--- config.mk ---
export PLATFORM = sky130hd
export DESIGN_NAME = cache_assoc_flat
export DESIGN_NICKNAME = d
export VERILOG_FILES = /design/src/rtl/cache_assoc_pkg.sv /design/src/rtl/cache_assoc_if.sv /design/src/rtl/cache_plru.sv /design/src/rtl/cache_assoc.sv /design/src/flat_wrapper.sv
export SDC_FILE = /design/constraint.sdc
export NUM_CORES = 2
export LEC_CHECK = 0
export CELL_PAD_IN_SITES_DETAIL_PLACEMENT = 1
export CELL_PAD_IN_SITES_GLOBAL_PLACEMENT = 1
export CORE_ASPECT_RATIO = 2
export CORE_MARGIN = 5
export CORE_UTILIZATION = 33
export CTS_CLUSTER_DIAMETER = 40
export DETAILED_ROUTE_END_ITERATION = 8
export GPL_TIMING_DRIVEN = 0
export PLACE_DENSITY_LB_ADDON = 0.3
export SLEW_MARGIN = 20
export SYNTH_ARGS = -nofsm -noshare
export SYNTH_HDL_FRONTEND = slang
export SYNTH_SLANG_ARGS = --single-unit
--- constraint.sdc ---
create_clock -name clk -period 10.9 [get_ports clk]
set_input_delay 1.09 -clock clk [delete_from_list [all_inputs] [get_ports clk]]
set_output_delay 1.09 -clock clk [all_outputs]
set_load 0.05 [all_outputs]
--- src/rtl/cache_assoc_pkg.sv ---
// Shared constants, FSM state encoding and field-width helpers for cache_assoc.
package cache_assoc_pkg;

   // Processor-wide constants the cache is sized from.
   localparam int PROC_ARCH_BITS        = 32;
   localparam int PROC_MEMORY_LINE_BITS = 128;

   typedef enum logic [1:0] {
      IDLE  = 2'd0,
      EVICT = 2'd1,
      FILL  = 2'd2
   } state_t;

   // Ceiling log2; log2(1) = 0.
   function automatic int log2(input int value);
      int result;
      result = 0;
      for (int i = 0; i < 31; i++) begin
         if ((1 << i) < value) result = i + 1;
      end
      return result;
   endfunction

endpackage

--- src/rtl/cache_assoc_if.sv ---
// Requester and memory-side signals of cache_assoc. The master drives requests
// and memory responses; the slave is the cache itself.
interface cache_assoc_if
   import cache_assoc_pkg::*;
#(
   parameter int ARCH_BITS = PROC_ARCH_BITS,
   parameter int LINE_BITS = PROC_MEMORY_LINE_BITS
);
   logic [ARCH_BITS-1:0] rAddr;
   logic                 RE;
   logic [ARCH_BITS-1:0] rData;
   logic                 rValid;
   logic [ARCH_BITS-1:0] wAddr;
   logic [ARCH_BITS-1:0] wData;
   logic                 WE;
   logic                 wAck;
   logic [ARCH_BITS-1:0] readMemAddr;
   logic                 readMemReq;
   logic [LINE_BITS-1:0] readMemData;
   logic                 readMemLineValid;
   logic [ARCH_BITS-1:0] writeMemAddr;
   logic [LINE_BITS-1:0] writeMemLine;
   logic                 writeMemReq;
   logic                 writeMemAck;
   logic                 busy;

   modport master (
      output rAddr, RE, wAddr, wData, WE, readMemData, readMemLineValid, writeMemAck,
      input  rData, rValid, wAck, readMemAddr, readMemReq, writeMemAddr, writeMemLine,
             writeMemReq, busy
   );

   modport slave (
      input  rAddr, RE, wAddr, wData, WE, readMemData, readMemLineValid, writeMemAck,
      output rData, rValid, wAck, readMemAddr, readMemReq, writeMemAddr, writeMemLine,
             writeMemReq, busy
   );
endinterface

--- src/rtl/cache_plru.sv ---
// Tree pseudo-LRU for one set: next PLRU bits after a hit, and victim choice
// (lowest invalid way first, otherwise the way the tree points at).
module cache_plru
   import cache_assoc_pkg::*;
#(
   parameter  int WAYS      = 2,
   localparam int WAY_BITS  = (WAYS > 1) ? log2(WAYS) : 1,
   localparam int PLRU_BITS = (WAYS > 1) ? WAYS - 1 : 1
) (
   input  logic [PLRU_BITS-1:0] plru_cur,
   input  logic [WAYS-1:0]      valid,
   input  logic [WAY_BITS-1:0]  hit_way,
   output logic [PLRU_BITS-1:0] plru_next,
   output logic [WAY_BITS-1:0]  victim
);
   logic [WAY_BITS-1:0] tree_way;

   // Bit 0 picks the victim half; bits 1/2 pick within the low/high pair.
   if (WAYS == 4) begin : g_four
      // Point every node on the hit path away from the hit way.
      always_comb begin
         plru_next    = plru_cur;
         plru_next[0] = ~hit_way[1];
         if (hit_way[1]) plru_next[2] = ~hit_way[0];
         else            plru_next[1] = ~hit_way[0];
         tree_way = {plru_cur[0], plru_cur[0] ? plru_cur[2] : plru_cur[1]};
      end
   end else if (WAYS == 2) begin : g_two
      assign plru_next = ~hit_way;
      assign tree_way  = plru_cur;
   end else begin : g_one
      assign plru_next = plru_cur;
      assign tree_way  = '0;
   end

   // Lowest-index invalid way wins over the tree choice.
   always_comb begin
      victim = tree_way;
      for (int w = WAYS - 1; w >= 0; w--) begin
         if (!valid[w]) victim = WAY_BITS'(w);
      end
   end
endmodule

--- src/rtl/cache_assoc.sv ---
// Set-associative write-back cache with combinational hit path, tree-PLRU
// replacement and an IDLE/EVICT/FILL miss engine.
module cache_assoc
   import cache_assoc_pkg::*;
#(
   parameter int ARCH_BITS       = PROC_ARCH_BITS,
   parameter int CACHE_LINE_SIZE = PROC_MEMORY_LINE_BITS,
   parameter int SETS            = 4,
   parameter int WAYS            = 2
) (
   input logic         clk,
   input logic         rst,
   cache_assoc_if.slave bus
);
   localparam int OFF_BITS  = log2(CACHE_LINE_SIZE / 8);
   localparam int IDX_BITS  = log2(SETS);
   localparam int TAG_BITS  = ARCH_BITS - OFF_BITS - IDX_BITS;
   localparam int BYTE_BITS = log2(ARCH_BITS / 8);
   localparam int WSEL_BITS = OFF_BITS - BYTE_BITS;
   localparam int LADR_BITS = ARCH_BITS - OFF_BITS;
   localparam int WAY_BITS  = (WAYS > 1) ? log2(WAYS) : 1;
   localparam int PLRU_BITS = (WAYS > 1) ? WAYS - 1 : 1;

   logic [CACHE_LINE_SIZE-1:0] line_mem [SETS][WAYS];
   logic [TAG_BITS-1:0]        tag_mem  [SETS][WAYS];
   logic [WAYS-1:0]            valid_q  [SETS];
   logic [WAYS-1:0]            dirty_q  [SETS];
   logic [PLRU_BITS-1:0]       plru_q   [SETS];

   state_t               state_q, state_d;
   logic [LADR_BITS-1:0] miss_line_q, miss_line_d;
   logic [WAY_BITS-1:0]  victim_q, victim_d;
   logic                 start_miss;

   logic [IDX_BITS-1:0]  r_idx, w_idx, m_idx;
   logic [TAG_BITS-1:0]  r_tag, w_tag, m_tag;
   logic [WSEL_BITS-1:0] r_word, w_word;
   logic                 r_hit, w_hit, rd_hit, wr_hit, rd_miss, wr_miss, idle;
   logic [WAY_BITS-1:0]  r_way, w_way, r_victim, w_victim;
   logic [PLRU_BITS-1:0] r_plru_next, w_plru_next;
   logic                 fill_done, evict_done;

   assign r_idx  = bus.rAddr[OFF_BITS +: IDX_BITS];
   assign r_tag  = bus.rAddr[ARCH_BITS-1 -: TAG_BITS];
   assign r_word = bus.rAddr[BYTE_BITS +: WSEL_BITS];
   assign w_idx  = bus.wAddr[OFF_BITS +: IDX_BITS];
   assign w_tag  = bus.wAddr[ARCH_BITS-1 -: TAG_BITS];
   assign w_word = bus.wAddr[BYTE_BITS +: WSEL_BITS];
   assign m_idx  = miss_line_q[IDX_BITS-1:0];
   assign m_tag  = miss_line_q[LADR_BITS-1 -: TAG_BITS];

   // Tag compare across the ways of the read set and of the write set.
   always_comb begin
      // NOTE: every combinational output gets a default first so no path infers a latch.
      r_hit = 1'b0;
      r_way = '0;
      w_hit = 1'b0;
      w_way = '0;
      for (int w = 0; w < WAYS; w++) begin
         if (valid_q[r_idx][w] && tag_mem[r_idx][w] == r_tag) begin
            r_hit = 1'b1;
            r_way = WAY_BITS'(w);
         end
         if (valid_q[w_idx][w] && tag_mem[w_idx][w] == w_tag) begin
            w_hit = 1'b1;
            w_way = WAY_BITS'(w);
         end
      end
   end

   assign idle       = (state_q == IDLE);
   assign rd_hit     = idle && bus.RE && r_hit;
   assign wr_hit     = idle && bus.WE && w_hit;
   assign rd_miss    = idle && bus.RE && !r_hit;
   assign wr_miss    = idle && bus.WE && !w_hit;
   assign fill_done  = (state_q == FILL) && bus.readMemLineValid;
   assign evict_done = (state_q == EVICT) && bus.writeMemAck;

   assign bus.rValid = rd_hit;
   assign bus.wAck   = wr_hit;
   assign bus.busy   = !idle;

   // Read word of the hit way, forwarding the write data on a same-word write hit.
   always_comb begin
      bus.rData = line_mem[r_idx][r_way][int'(r_word) * ARCH_BITS +: ARCH_BITS];
      if (wr_hit && (bus.rAddr == bus.wAddr)) bus.rData = bus.wData;
   end

   cache_plru #(.WAYS(WAYS)) u_plru_rd (
      .plru_cur (plru_q[r_idx]),
      .valid    (valid_q[r_idx]),
      .hit_way  (r_way),
      .plru_next(r_plru_next),
      .victim   (r_victim)
   );

   cache_plru #(.WAYS(WAYS)) u_plru_wr (
      .plru_cur (plru_q[w_idx]),
      .valid    (valid_q[w_idx]),
      .hit_way  (w_way),
      .plru_next(w_plru_next),
      .victim   (w_victim)
   );

   assign bus.readMemAddr  = {miss_line_q, {OFF_BITS{1'b0}}};
   assign bus.writeMemAddr = {tag_mem[m_idx][victim_q], m_idx, {OFF_BITS{1'b0}}};
   assign bus.writeMemLine = line_mem[m_idx][victim_q];

   // Miss engine next state and memory requests. A read miss waits while a
   // write hits so the victim is chosen from up-to-date dirty/PLRU bits.
   always_comb begin
      state_d         = state_q;
      start_miss      = 1'b0;
      miss_line_d     = miss_line_q;
      victim_d        = victim_q;
      bus.readMemReq  = 1'b0;
      bus.writeMemReq = 1'b0;
      case (state_q)
         IDLE: begin
            if (wr_miss) begin
               start_miss  = 1'b1;
               miss_line_d = bus.wAddr[ARCH_BITS-1:OFF_BITS];
               victim_d    = w_victim;
            end else if (rd_miss && !wr_hit) begin
               start_miss  = 1'b1;
               miss_line_d = bus.rAddr[ARCH_BITS-1:OFF_BITS];
               victim_d    = r_victim;
            end
            if (start_miss) begin
               state_d = (valid_q[miss_line_d[IDX_BITS-1:0]][victim_d] &&
                          dirty_q[miss_line_d[IDX_BITS-1:0]][victim_d]) ? EVICT : FILL;
            end
         end
         EVICT: begin
            bus.writeMemReq = 1'b1;
            if (bus.writeMemAck) state_d = FILL;
         end
         FILL: begin
            bus.readMemReq = 1'b1;
            if (bus.readMemLineValid) state_d = IDLE;
         end
         default: state_d = IDLE;
      endcase
   end

   // FSM state and the latched miss context.
   always_ff @(posedge clk or negedge rst) begin
      if (!rst) begin
         // NOTE: sequential state uses non-blocking assignments so every register samples pre-edge values.
         state_q     <= IDLE;
         miss_line_q <= '0;
         victim_q    <= '0;
      end else begin
         state_q <= state_d;
         if (start_miss) begin
            miss_line_q <= miss_line_d;
            victim_q    <= victim_d;
         end
      end
   end

   // Valid, dirty and PLRU bookkeeping; a write hit owns the PLRU of its set.
   always_ff @(posedge clk or negedge rst) begin
      if (!rst) begin
         for (int s = 0; s < SETS; s++) begin
            valid_q[s] <= '0;
            dirty_q[s] <= '0;
            plru_q[s]  <= '0;
         end
      end else begin
         if (wr_hit) begin
            dirty_q[w_idx][w_way] <= 1'b1;
            plru_q[w_idx]         <= w_plru_next;
         end
         if (rd_hit && !(wr_hit && (w_idx == r_idx))) plru_q[r_idx] <= r_plru_next;
         if (evict_done) dirty_q[m_idx][victim_q] <= 1'b0;
         if (fill_done) begin
            valid_q[m_idx][victim_q] <= 1'b1;
            dirty_q[m_idx][victim_q] <= 1'b0;
         end
      end
   end

   // Line and tag storage: word writes on hits, whole-line writes on fills.
   // NOTE: data and tag arrays are not reset; the cleared valid bits make their contents irrelevant.
   always_ff @(posedge clk) begin
      if (wr_hit) line_mem[w_idx][w_way][int'(w_word) * ARCH_BITS +: ARCH_BITS] <= bus.wData;
      if (fill_done) begin
         line_mem[m_idx][victim_q] <= bus.readMemData;
         tag_mem[m_idx][victim_q]  <= m_tag;
      end
   end
endmodule

--- src/flat_wrapper.sv ---
// flat-port wrapper written by rule: the top's interface ports become plain ports
module cache_assoc_flat import cache_assoc_pkg::*;
#(
   parameter int ARCH_BITS       = PROC_ARCH_BITS,
   parameter int CACHE_LINE_SIZE = PROC_MEMORY_LINE_BITS,
   parameter int SETS            = 4,
   parameter int WAYS            = 2
)
  (clk, rst, bus_rAddr, bus_RE, bus_wAddr, bus_wData, bus_WE, bus_readMemData, bus_readMemLineValid, bus_writeMemAck, bus_rData, bus_rValid, bus_wAck, bus_readMemAddr, bus_readMemReq, bus_writeMemAddr, bus_writeMemLine, bus_writeMemReq, bus_busy);
  cache_assoc_if #(.ARCH_BITS(ARCH_BITS), .LINE_BITS(128)) bus_i ();
  input logic clk;
  input logic rst;
  input wire logic [$bits(bus_i.rAddr)-1:0] bus_rAddr;
  input wire logic [$bits(bus_i.RE)-1:0] bus_RE;
  input wire logic [$bits(bus_i.wAddr)-1:0] bus_wAddr;
  input wire logic [$bits(bus_i.wData)-1:0] bus_wData;
  input wire logic [$bits(bus_i.WE)-1:0] bus_WE;
  input wire logic [$bits(bus_i.readMemData)-1:0] bus_readMemData;
  input wire logic [$bits(bus_i.readMemLineValid)-1:0] bus_readMemLineValid;
  input wire logic [$bits(bus_i.writeMemAck)-1:0] bus_writeMemAck;
  output wire logic [$bits(bus_i.rData)-1:0] bus_rData;
  output wire logic [$bits(bus_i.rValid)-1:0] bus_rValid;
  output wire logic [$bits(bus_i.wAck)-1:0] bus_wAck;
  output wire logic [$bits(bus_i.readMemAddr)-1:0] bus_readMemAddr;
  output wire logic [$bits(bus_i.readMemReq)-1:0] bus_readMemReq;
  output wire logic [$bits(bus_i.writeMemAddr)-1:0] bus_writeMemAddr;
  output wire logic [$bits(bus_i.writeMemLine)-1:0] bus_writeMemLine;
  output wire logic [$bits(bus_i.writeMemReq)-1:0] bus_writeMemReq;
  output wire logic [$bits(bus_i.busy)-1:0] bus_busy;
  assign bus_i.rAddr = bus_rAddr;
  assign bus_i.RE = bus_RE;
  assign bus_i.wAddr = bus_wAddr;
  assign bus_i.wData = bus_wData;
  assign bus_i.WE = bus_WE;
  assign bus_i.readMemData = bus_readMemData;
  assign bus_i.readMemLineValid = bus_readMemLineValid;
  assign bus_i.writeMemAck = bus_writeMemAck;
  assign bus_rData = bus_i.rData;
  assign bus_rValid = bus_i.rValid;
  assign bus_wAck = bus_i.wAck;
  assign bus_readMemAddr = bus_i.readMemAddr;
  assign bus_readMemReq = bus_i.readMemReq;
  assign bus_writeMemAddr = bus_i.writeMemAddr;
  assign bus_writeMemLine = bus_i.writeMemLine;
  assign bus_writeMemReq = bus_i.writeMemReq;
  assign bus_busy = bus_i.busy;
  cache_assoc #(.ARCH_BITS(ARCH_BITS), .CACHE_LINE_SIZE(CACHE_LINE_SIZE), .SETS(SETS), .WAYS(WAYS)) u_core (.clk(clk), .rst(rst), .bus(bus_i));
endmodule
Word-level counts from Yosys, hierarchy flattened --
Memories as Yosys holds them, arrays and structs flattened. Index checks and enable logic that the tools add are counted.
Cells by class: $add $sub $neg 1, bitwise gates (word level) 14, reduce and logical (&&, ||, !) cells 34, order comparisons 17, multiplexer cells 92, shift operators 3, equal/unequal tests 12
Operator list (number):
- 2-to-1 mux 128 bit | 8
- 2-to-1 mux 256 bit | 4
- demux 128 bit (select 1 bit) | 2
- OR reduction 256 bit | 1
- variable shift 32 x 33 -> 128 bit, first input constant | 1
- indexed part select 128 x 8 -> 32 bit | 1
- indexed part select 32 x 33 -> 128 bit | 1
- == test 26 bit | 4
- 2-to-1 mux 26 bit | 4
- 2-to-1 mux 28 bit | 3
- 2-to-1 mux 52 bit | 1
- 2-to-1 mux 1 bit | 33
- negation 7 -> 33 bit | 1
- == test 32 bit | 1
- 2-to-1 mux 32 bit | 1
- 2-to-1 mux 2 bit | 15
- demux 26 bit (select 1 bit) | 1
- logical AND 1 bit | 24
- 2-to-1 mux 8 bit | 3
- bitwise AND 8 bit | 2
- binary-select mux 2 bit (select 2 bit) | 4
- bitwise OR 8 bit | 2
- greater-or-equal comparator 3 bit, second input constant | 4
- inverter 2 -> 3 bit | 4
- other kinds (24) | 48
Storage, ports and cells: bits in registers 51, memories 2, logic and storage cells 191, input bits 230, RAM bits 1232
Memory list:
- u_core.line_mem | words 4, bits a word 256, rd ports 2, clocked after Yosys merged registers in 0, write ports 1, RTL line cache_assoc.sv:24 | logic [CACHE_LINE_SIZE-1:0] line_mem [SETS][WAYS];
- u_core.tag_mem | words 4, bits a word 52, rd ports 3, clocked after Yosys merged registers in 0, write ports 1, RTL line cache_assoc.sv:25 | logic [TAG_BITS-1:0] tag_mem [SETS][WAYS];

Depth between registers and ports, before layout --
depth in word-level cells 23, depth in mapped cells 18, depth with buffers taken out 12

Cells and area by module --
A second synthesis with hierarchy kept.
Second synthesis, totals: cell total of the unflattened synthesis 3305, area, all modules 63629.8 sq um
By module, submodules not included:
- cache_assoc | instances 1, area each 63599.7 sq um, cells each 3299
- cache_plru | instances 2, area each 15.0 sq um, cells each 3

Worst setup path before layout --
OpenSTA, ideal clock, no wires.
path kind in2out, start point input bus_wAddr[4], end point output bus_rData[3], stages on the path 15, slack 5314 ps, buffers on the path 4, arrival time 4496 ps, required time 9810 ps, cell sequence buf_6 buf_12 buf_8 buf_6 mux2i_1 o21ai_0 nor3_2 a31oi_1 nand3b_1 or3_1 or4_4 a21oi_4 and3_1 nand2_1 o21ai_0
On the way: word-level cells in the longest chain between the ends 10
Ends and longest elaborated chain:
- from (decl) | RTL line flat_wrapper.sv:15 | input wire logic [$bits(bus_i.wAddr)-1:0] bus_wAddr;
- branches (longest 6 deep; another with memory read (4 x 52 bit))
- 2-to-1 mux 1 bit * | RTL line cache_assoc.sv:64 | if (valid_q[w_idx][w] && tag_mem[w_idx][w] == w_tag) begin
- logical AND 1 bit * | RTL line cache_assoc.sv:73 | assign wr_hit = idle && bus.WE && w_hit;
- named net bus_wAck | RTL line flat_wrapper.sv:23 | output wire logic [$bits(bus_i.wAck)-1:0] bus_wAck;
- logical AND 1 bit * | RTL line cache_assoc.sv:86 | if (wr_hit && (bus.rAddr == bus.wAddr)) bus.rData = bus.wData;
- 2-to-1 mux 32 bit * | RTL line cache_assoc.sv:86
- to (decl) | RTL line flat_wrapper.sv:21 | output wire logic [$bits(bus_i.rData)-1:0] bus_rData;
Mark *: on every way through the listed nets, which the timed path passes. The select of a mux whose other input is x is not followed.

Worst setup path after layout --
start point input bus_rAddr[4], end point output bus_rData[27]
On the way: word-level cells in the longest chain between the ends 12
Ends and longest elaborated chain:
- from (decl) | RTL line flat_wrapper.sv:13 | input wire logic [$bits(bus_i.rAddr)-1:0] bus_rAddr;
- branches (longest 11 deep; another with memory read (4 x 52 bit))
- 2-to-1 mux 32 bit * | RTL line cache_assoc.sv:86
Every way passes the cells marked *. The select of a mux whose other input is x is not followed.

==> flow_summary.toml <==
[routing]
vias_per_cell = 6.064
wl_per_cell_um = 40.62
wl_um = 282600
drt-initial-drc-count = 4607
drc = 0
ant_nets = 0
first_pass_iters = 6
vias = 42190

[synth]
synth_edf_count = 1232
yosys_register_bits = 1283
syn_avg_cell_area_um2 = 17.42
synthFlopType = "edfxtp_1"
ys_seq_area_frac = 0.5999
syn_inst = 3663
yosysUniqueCellTypes = 88
postSynth.asyncResetShare = 0.03975
yosysWarnings = 0
syn_area_um2 = 63800

[die]
start_util = 0.3313
io_pins = 459
die_w_um = 320.9
die-height_um = 631.8
row_count = 228
coreArea_um2 = 192600
die_area_um2 = 202800

[power]
p_leak_uw = 0.02564
pwr_density_cell_nw_per_um2 = 259.8
irDropWorstVdd_uv = 225.9
total_power_uw = 20270

[cts]
clk_pin_slew_ns = 0.06
htree_levels = 4
numCtsBuffers = 146
clock-sinks = 1283
ctsResizeCount = 0
cts_buffer_depth = 4
clock_latency_ns = 0.82
cts_tree = "done"
cts_setup_buffers = 0
cts_hold_buf = 0
cts_root_buf = "clkbuf_16"

[place]
place_congestion = 0.9867
dp.cells = 6698
place.detailed.hpwl_um = 221000
port_buffers = 416

[grt]
antenna_found_initial = 25
grt_usage = 0.2714
overflow = 0
grt_pass1_vias = 44470
grt_pass1_wl_um = 376100
grt_start_max_net_pins = 28

[critical_path]
critPathKind = "in -> out"
required_ns = 9.81
reg2reg_slack_ns = 5.35
reg2reg_to = "u_core.line_mem[1][110]"
crit_path_end_kind = "output pin"
path_max_fanout = 10
worst-r2r-cell-count = 11
startpoint = "bus_rAddr[4]"
cp.arrival_ns = 7.55
worstSetupStartpointType = "input pin"
worstReg2RegStart = "u_core.tag_mem[0][20]"

[min_path]
worst_hold_path_type = "in -> async"

[sta]
period_needed_ns = 8.636
rsz0062_at_grt = "no"
hold_viol_final = 0
fmax_mhz = 115.8
setup_viol_count_final = 0
finalCritPeriodShare = 0.7923
fin_worst_skew_ns = 0.07648
worst_pin_slew_ns = 1.234
slew_viol_final = 0
relSlewSlack = 0.1775

[outcome]
status = "completed"

[finish]
drive_above_1_share = 0.2722
fill_cells = 18930
final_cell_mix = "edfxtp_1, mux4_2, nand2_1"
final_common_cell = "edfxtp_1"
area_delta_synth_final_pct = 22.29
fin_cells = 6958
nNetsFinal = 4551

[run]
maxCapViolCount = 0
routing by layer:
layer	vias to the layer above	GRT usage	wire length, um	share of wire
met1	22690	0.2867	90540	0.32
met3	752	0.04466	19770	0.070
met2	2388	0.5015	150100	0.53
met4	4	0.1666	22180	0.078
met5	-	0	26	0.000092
li1	16360	-	-	-
synthesized netlist by cell type (21+ instances only):
cell	n	share of area
mux4_2	701	0.25
nand4_1	21	0.0021
buf_1	67	0.0039
edfxtp_1	1232	0.58
mux2i_1	141	0.022
dfrtp_1	51	0.020
nand2_1	532	0.031
a21oi_1	64	0.0050
clkbuf_1	185	0.011
o21ai_0	40	0.0031
nor2_1	113	0.0066
a22o_1	128	0.018
nand3_1	21	0.0016
xor2_1	55	0.0076
xnor2_1	65	0.0089
state kept, by name, indices dropped and copies added (netlist names):
| signal | count |
|---|---|
| u_core.dirty_q | 8 |
| u_core.line_mem | 1024 |
| u_core.miss_line_q | 28 |
| u_core.plru_q | 4 |
| u_core.state_q | 2 |
| u_core.tag_mem | 208 |
| u_core.valid_q | 8 |
| u_core.victim_q | 1 |
through the flow:
step,instance area [um^2],hold WS (ns),worst slack (ns),setup TNS [ns],util
after floorplan,63830,0.4628,5.314,0,-
after global placement,71160,0.4971,-0.1351,-12.20,0.3695
after detailed placement,73430,0.4984,2.432,0,0.3814
after CTS,77950,0.2255,2.430,0,0.4048
after global routing,77990,0.2609,2.396,0,0.4050
final,78020,0.2505,2.264,0,0.4052
report_power, final:
group / switching [uW] / internal [uW] / leakage, uW / total [uW]
registers: 333 / 6130 / 0.0119 / 6460
clock network: 2110 / 2720 / 0.00218 / 4830
logic: 6040 / 2940 / 0.0116 / 8970
total: 8480 / 11800 / 0.0256 / 20300
cell type report:
class | instances | area (um^2) | share of cell area
Tap cell | 2530 | 3166 | 0.04057
Timing Repair Buffer | 498 | 6018 | 0.07714
Antenna cell | 12 | 30.03 | 0.0003849
Clock inverter | 82 | 723.2 | 0.009270
Sequential cell | 1283 | 38270 | 0.4905
Multi-Input combinational cell | 2073 | 24540 | 0.3146
Clock buffer | 166 | 3792 | 0.04861
Buffer | 298 | 1414 | 0.01812
Inverter | 16 | 60.06 | 0.0007698
worst max path at each step:
stage | end | slack (ns)
after CTS | bus_rData[28] | 2.43
final | bus_rData[27] | 2.26
after global routing | bus_rData[27] | 2.40
after global placement | u_core.line_mem[1][180] | -0.14
after floorplan | bus_rData[3] | 5.31
after detailed placement | bus_rData[28] | 2.43
worst max-delay path, cell delays in order:
cell and delay [ns]:
buf_4 0.30, buf_4 0.39, mux4_2 0.59, xnor2_2 0.69, nand4_1 0.61, a211oi_1 0.53
and4b_1 0.36, buf_2 0.46, buf_2 0.62, mux4_2 0.66, mux2i_1 0.17, a21oi_1 0.10
clkdlybuf4s50_1 0.92
cell families after synthesis:
kind of cell,after synthesis,share of synthesized area
buffers and inverters,314,0.02165
multiplexers,855,0.2723
AO/OA/AOI/OAI,308,0.03599
adder cells (fa/ha/maj),5,0.0009806
XOR/XNOR,125,0.01775
flip-flops,1283,0.5999
other,1,0.00005878
AND/OR/NAND/NOR,772,0.05136
Power figures use the tool's default switching activity.
